==> src/rtl/instruction_fetcher.sv <==
// Instruction fetcher: fetches the 16-bit instruction word at current_pc during
// the core's FETCH state. It issues a valid/ready read to program memory and then
// holds the returned word stable through DECODE. An optional single-entry buffer,
// tagged with the PC, serves repeated fetches of the same PC without a memory read.
// Ports:
//   clk, reset         clock, synchronous active-high reset
//   core_state         core scheduler state (FETCH=001, DECODE=010)
//   current_pc         address of the instruction to fetch
//   flush              invalidate the buffer
//   mem_read_valid     read request to program memory (registered)
//   mem_read_address   request address (registered)
//   mem_read_ready     memory response strobe
//   mem_read_data      returned instruction word
//   fetcher_state      000 IDLE, 001 FETCHING, 010 FETCHED (registered)
//   instruction        fetched instruction word (registered)
//   buf_hit            one-cycle pulse when a fetch is served by the buffer
module instruction_fetcher #(
   parameter int unsigned PROGRAM_MEM_ADDR_BITS = 8,
   parameter int unsigned PROGRAM_MEM_DATA_BITS = 16,
   parameter bit          BUFFER_ENABLE         = 1'b1
) (
   input  logic                             clk,
   input  logic                             reset,
   input  logic [2:0]                       core_state,
   input  logic [PROGRAM_MEM_ADDR_BITS-1:0] current_pc,
   input  logic                             flush,
   output logic                             mem_read_valid,
   output logic [PROGRAM_MEM_ADDR_BITS-1:0] mem_read_address,
   input  logic                             mem_read_ready,
   input  logic [PROGRAM_MEM_DATA_BITS-1:0] mem_read_data,
   output logic [2:0]                       fetcher_state,
   output logic [PROGRAM_MEM_DATA_BITS-1:0] instruction,
   output logic                             buf_hit
);

   localparam int unsigned AW = PROGRAM_MEM_ADDR_BITS;
   localparam int unsigned DW = PROGRAM_MEM_DATA_BITS;

   localparam logic [2:0] CORE_FETCH  = 3'b001;
   localparam logic [2:0] CORE_DECODE = 3'b010;

   typedef enum logic [2:0] {
      S_IDLE     = 3'b000,
      S_FETCHING = 3'b001,
      S_FETCHED  = 3'b010
   } state_t;

   state_t          state, state_n;
   logic            valid_n;
   logic [AW-1:0]   addr_n;
   logic [DW-1:0]   instr_n;
   logic            hit_n;

   logic            buf_valid, buf_valid_n;
   logic [AW-1:0]   buf_tag,   buf_tag_n;
   logic [DW-1:0]   buf_data,  buf_data_n;

   assign fetcher_state = state;

   // Main state and output registers
   always_ff @(posedge clk) begin
      if (reset) begin
         state            <= S_IDLE;
         mem_read_valid   <= 1'b0;
         mem_read_address <= '0;
         instruction      <= '0;
         buf_hit          <= 1'b0;
      end else begin
         state            <= state_n;
         mem_read_valid   <= valid_n;
         mem_read_address <= addr_n;
         instruction      <= instr_n;
         buf_hit          <= hit_n;
      end
   end

   // Buffer registers exist only when the buffer is enabled
   if (BUFFER_ENABLE) begin : g_buf
      always_ff @(posedge clk) begin
         if (reset) begin
            buf_valid <= 1'b0;
            buf_tag   <= '0;
            buf_data  <= '0;
         end else begin
            buf_valid <= buf_valid_n;
            buf_tag   <= buf_tag_n;
            buf_data  <= buf_data_n;
         end
      end
   end else begin : g_nobuf
      assign buf_valid = 1'b0;
      assign buf_tag   = '0;
      assign buf_data  = '0;
   end

   // Next-state and next-output logic
   always_comb begin
      state_n     = state;
      valid_n     = mem_read_valid;
      addr_n      = mem_read_address;
      instr_n     = instruction;
      hit_n       = 1'b0;
      buf_valid_n = buf_valid;
      buf_tag_n   = buf_tag;
      buf_data_n  = buf_data;

      unique case (state)
         S_IDLE: begin
            if (core_state == CORE_FETCH) begin
               // A flush in the same cycle forces a miss
               if (BUFFER_ENABLE && buf_valid && !flush && (buf_tag == current_pc)) begin
                  instr_n = buf_data;
                  hit_n   = 1'b1;
                  state_n = S_FETCHED;
               end else begin
                  valid_n = 1'b1;
                  addr_n  = current_pc;
                  state_n = S_FETCHING;
               end
            end
         end
         S_FETCHING: begin
            if (mem_read_ready) begin
               instr_n = mem_read_data;
               valid_n = 1'b0;
               state_n = S_FETCHED;
               if (BUFFER_ENABLE) begin
                  // Tag with the in-flight address, not the live PC
                  buf_data_n  = mem_read_data;
                  buf_tag_n   = mem_read_address;
                  buf_valid_n = 1'b1;
               end
            end
         end
         S_FETCHED: begin
            if (core_state == CORE_DECODE) state_n = S_IDLE;
         end
         default: state_n = S_IDLE;
      endcase

      // Flush overrides any fill happening in the same cycle
      if (flush) buf_valid_n = 1'b0;
   end

endmodule

==> config.mk <==
export PLATFORM = sky130hd
export DESIGN_NAME = instruction_fetcher
export DESIGN_NICKNAME = d
export VERILOG_FILES = /design/src/rtl/instruction_fetcher.sv
export SDC_FILE = /design/constraint.sdc
export NUM_CORES = 1
export LEC_CHECK = 0
export CAP_MARGIN = 20
export CORE_MARGIN = 4
export CORE_UTILIZATION = 43
export DETAILED_ROUTE_END_ITERATION = 7
export PLACE_DENSITY_LB_ADDON = 0.2
export SLEW_MARGIN = 20
export SYNTH_ARGS = -nofsm -noshare
export SYNTH_HDL_FRONTEND = slang
export SYNTH_SLANG_ARGS = --single-unit
==> constraint.sdc <==
create_clock -name clk -period 1.95 [get_ports clk]
set_clock_uncertainty 0.2 [all_clocks]
set_input_delay 0.2925 -clock clk [delete_from_list [all_inputs] [get_ports clk]]
set_output_delay 0.2925 -clock clk [all_outputs]
set_load 0.1 [all_outputs]
==> results.py <==
metrics = {
    "grt": {
        "grt_use_met2": 0.276,
        "grt_antenna_before_repair": 0,
        "grt_pass1_vias": 1790,
        "grt_first_pass_wirelength_um": 8200,
        "largest_net_degree_at_the_start_of_global_routing": 26,
        "global_routing_met3_resource_utilization": 0.0362,
        "grt_util_all_layers": 0.158,
        "globalRouteOverflowTotal": 0,
        "use_met1": 0.196,
        "grt_busiest_layer": "met2",
    },
    "synth": {
        "synth_enable_flop_cells": 0,
        "synth_fp_nets": 281,
        "synth.largest_area_cell": "dfxtp_1",
        "syn-instance-count": 250,
        "yosysSeqAreaShare": 0.458,
        "cell_area_after_synthesis_um2": 2320,
        "synthDominantCellAreaShare": 0.458,
        "synth.yosys.warnings": 0,
        "post_synth_main_area_contributors": "dfxtp_1 46%, mux2i_1 10%, nand2_1 8.3%",
        "post_synth_num_cell_types": 28,
        "synth_flop_cell": "dfxtp_1",
        "synth.ff_latch_count": 53,
        "async_s_r_ff_share_synth": 0,
        "synthesis.area_per_instance_um2": 9.27,
    },
    "clock_tree": {
        "cts_root_buffer": "clkbuf_8",
        "cts-buffers-inserted": 5,
        "tritoncts_clock_tree": "yes",
        "buffers_inserted_during_post_cts_setup_optimization": 0,
        "source_to_sink_clock_delay_at_the_later_pin_of_the_worst_skew_pair_ns": 0.30,
        "h-tree-depth": 2,
        "maximum_root_to_sink_buffer_count": 2,
        "cts_sinks": 53,
        "clk_transition_reported_paths_ns": 0.08,
    },
    "place": {
        "count_of_input_and_output_buffers": 58,
        "hpwlAfterDp_um": 3790,
        "routability_congestion_estimate_from_global_placement": 0.741,
    },
    "hold_path": {
        "hold-path-endpoint": "mem_read_address[4]",
        "hold_path_startpoint": "current_pc[4]",
        "timing.hold.worst.class": "in -> reg",
        "worstHoldPathCells": 3,
    },
    "pwr": {
        "vdd.ir_drop.worst_mv": 0.401,
        "ratio_of_total_power_to_cell_area_nw_per_um2": 622,
        "total_leakage_power_nw": 1.22,
    },
    "drt": {
        "drt_initial_violations": 50,
        "detail_route.wirelength_um": 5130,
        "wl_per_cell_um": 13.5,
        "vias": 1896,
        "via_per_inst": 4.98,
        "drc_errors": 0,
        "drt.antenna.violating_nets": 0,
        "drt-pass1-iter-count": 4,
    },
    "layout": {
        "n_antenna_cell": 0,
        "num-nets-final": 342,
        "areaGrowthSynthToFinish_pct": 49.2,
        "final_layout_size_suffix_gt1_frac": 0.241,
        "utilization": 0.669,
    },
    "setup_path": {
        "endpoint_kind": "flop",
        "worst-setup-path-type": "reg -> reg",
        "cp_data_arrival_time_ns": 1.89,
        "worstReg2RegEnd": "instruction[6]",
        "cp-start-kind": "flop",
        "cp.required_ns": 1.97,
        "setup.reg_to_reg.worst_slack_ns": 0.08,
        "r2r_cells": 6,
        "worstPathMaxFanout": 8,
        "reg2reg_from": "buf_tag[0]",
    },
    "run_status": {
        "run_status": "completed",
    },
    "floorplan": {
        "start_util": 0.448,
        "die_area_um2": 6630,
        "die_w_um": 81.4,
        "io_pins": 60,
        "dieHeight_um": 81.4,
        "cell_row_count": 26,
        "floorplan.core_area_um2": 5170,
    },
    "sta": {
        "report.final.slew_viol_count": 0,
        "layout_worst_path_cycle_share": 0.959,
        "final.setup.tns_ns": 0,
        "finalHoldViolCount": 0,
        "maximum_clock_frequency_mhz": 535,
        "tmin_final_ns": 1.87,
        "setup_viol_count_final": 0,
    },
    "flow_run": {
        "max-cap-violations": 0,
    },
}
-- stage by stage --
stage	area [um2]	setup WS [ns]	instances	power, mW	hold WS [ns]
2_1_floorplan	2330	0.0753	250	1.38	0.172
3_3_place_gp	3300	-0.272	373	1.57	0.241
3_5_place_dp	3300	-0.348	373	1.57	0.246
4_1_cts	3390	0.0180	380	2.17	0.186
5_1_grt	3460	-0.00917	381	2.24	0.136
6_report	3460	0.0808	381	2.15	0.137
-- worst max-delay path: stages, from the launching register on --
cell       delay (ns)
dfxtp_2          0.35
xor2_2           0.18
nor4_4           0.32
and4b_2          0.34
clkbuf_16        0.17
nor3_1           0.05
a211oi_2         0.19
-- layout by cell type (no fill, tap or decap), types with 10 or more instances in the layout --
cell type / n
clkdlybuf4s50_1: 26
nor3_1: 16
buf_4: 10
dfxtp_1: 50
a211oi_2: 11
nand2b_1: 17
buf_12: 32
a21oi_1: 24
nand2_1: 51
mux2i_1: 24
-- Yosys cell counts (3+ instances only) --
| cell type | number |
|---|---|
| nand2b_1 | 17 |
| clkbuf_1 | 8 |
| nor2_1 | 5 |
| a211oi_1 | 6 |
| xor2_1 | 8 |
| dfxtp_1 | 53 |
| a211oi_2 | 10 |
| nor3_1 | 17 |
| buf_2 | 5 |
| a21oi_1 | 24 |
| nand2_1 | 51 |
| mux2i_1 | 24 |
| buf_6 | 3 |
-- power by group --
part	switching, mW	total [mW]	internal, mW
Sequential	0.0243	1.13	1.10
Combinational	0.238	0.417	0.179
Clock	0.325	0.607	0.282
Total	0.587	2.15	1.56
-- cell families (layout without fill, tap and decap cells) --
family                    after synthesis  in the layout  synth area share
other                                   1              1           0.00162
AOI/OAI and AO/OA                      43             43             0.135
muxes                                  24             24             0.104
and+or+nand+nor                       102            102             0.218
xor gates and xnor gates                8              8            0.0302
DFF                                    53             53             0.458
buffers and inverters                  19             80            0.0534
-- final cells by class --
class / count / area [um2]
Multi-Input combinational cell: 178 / 1170
Tap cell: 70 / 87.6
Clock buffer: 7 / 86.3
Sequential cell: 53 / 1070
Timing Repair Buffer: 73 / 1040
Fill cell: 404 / 1710
-- sequential cells by signal, summed over array words and instances, names as in the netlist --
register	count
buf_hit	1
buf_data	16
instruction	16
buf_valid	1
mem_read_valid	1
buf_tag	8
mem_read_address	8
fetcher_state	2
-- worst max-delay path by stage --
| stage | startpoint | endpoint | slack, ns | cells past startpoint |
|---|---|---|---|---|
| 2_1_floorplan | fetcher_state[0] | instruction[10] | 0.08 | 6 |
| 3_3_place_gp | current_pc[4] | instruction[1] | -0.27 | 7 |
| 3_5_place_dp | current_pc[4] | instruction[3] | -0.35 | 7 |
| 4_1_cts | current_pc[1] | instruction[7] | 0.02 | 7 |
| 5_1_grt | buf_tag[0] | instruction[7] | -0.009 | 6 |
| 6_report | buf_tag[0] | instruction[6] | 0.08 | 6 |
-- layer usage --
metal	wire length, um	vias up
met3	269	4
met1	2260	884
met5	0	-
li1	-	972
met2	2570	36
met4	36	0
-- timing repair --
item / 4_1_cts / 5_1_grt
cloned: 0 / 1
hold buffers: 0 / 0
pin swaps: 2 / 5
endpoints found under the setup margin: 8 / 16
gates resized for setup: 0 / 10
Power figures use the tool's default switching activity.
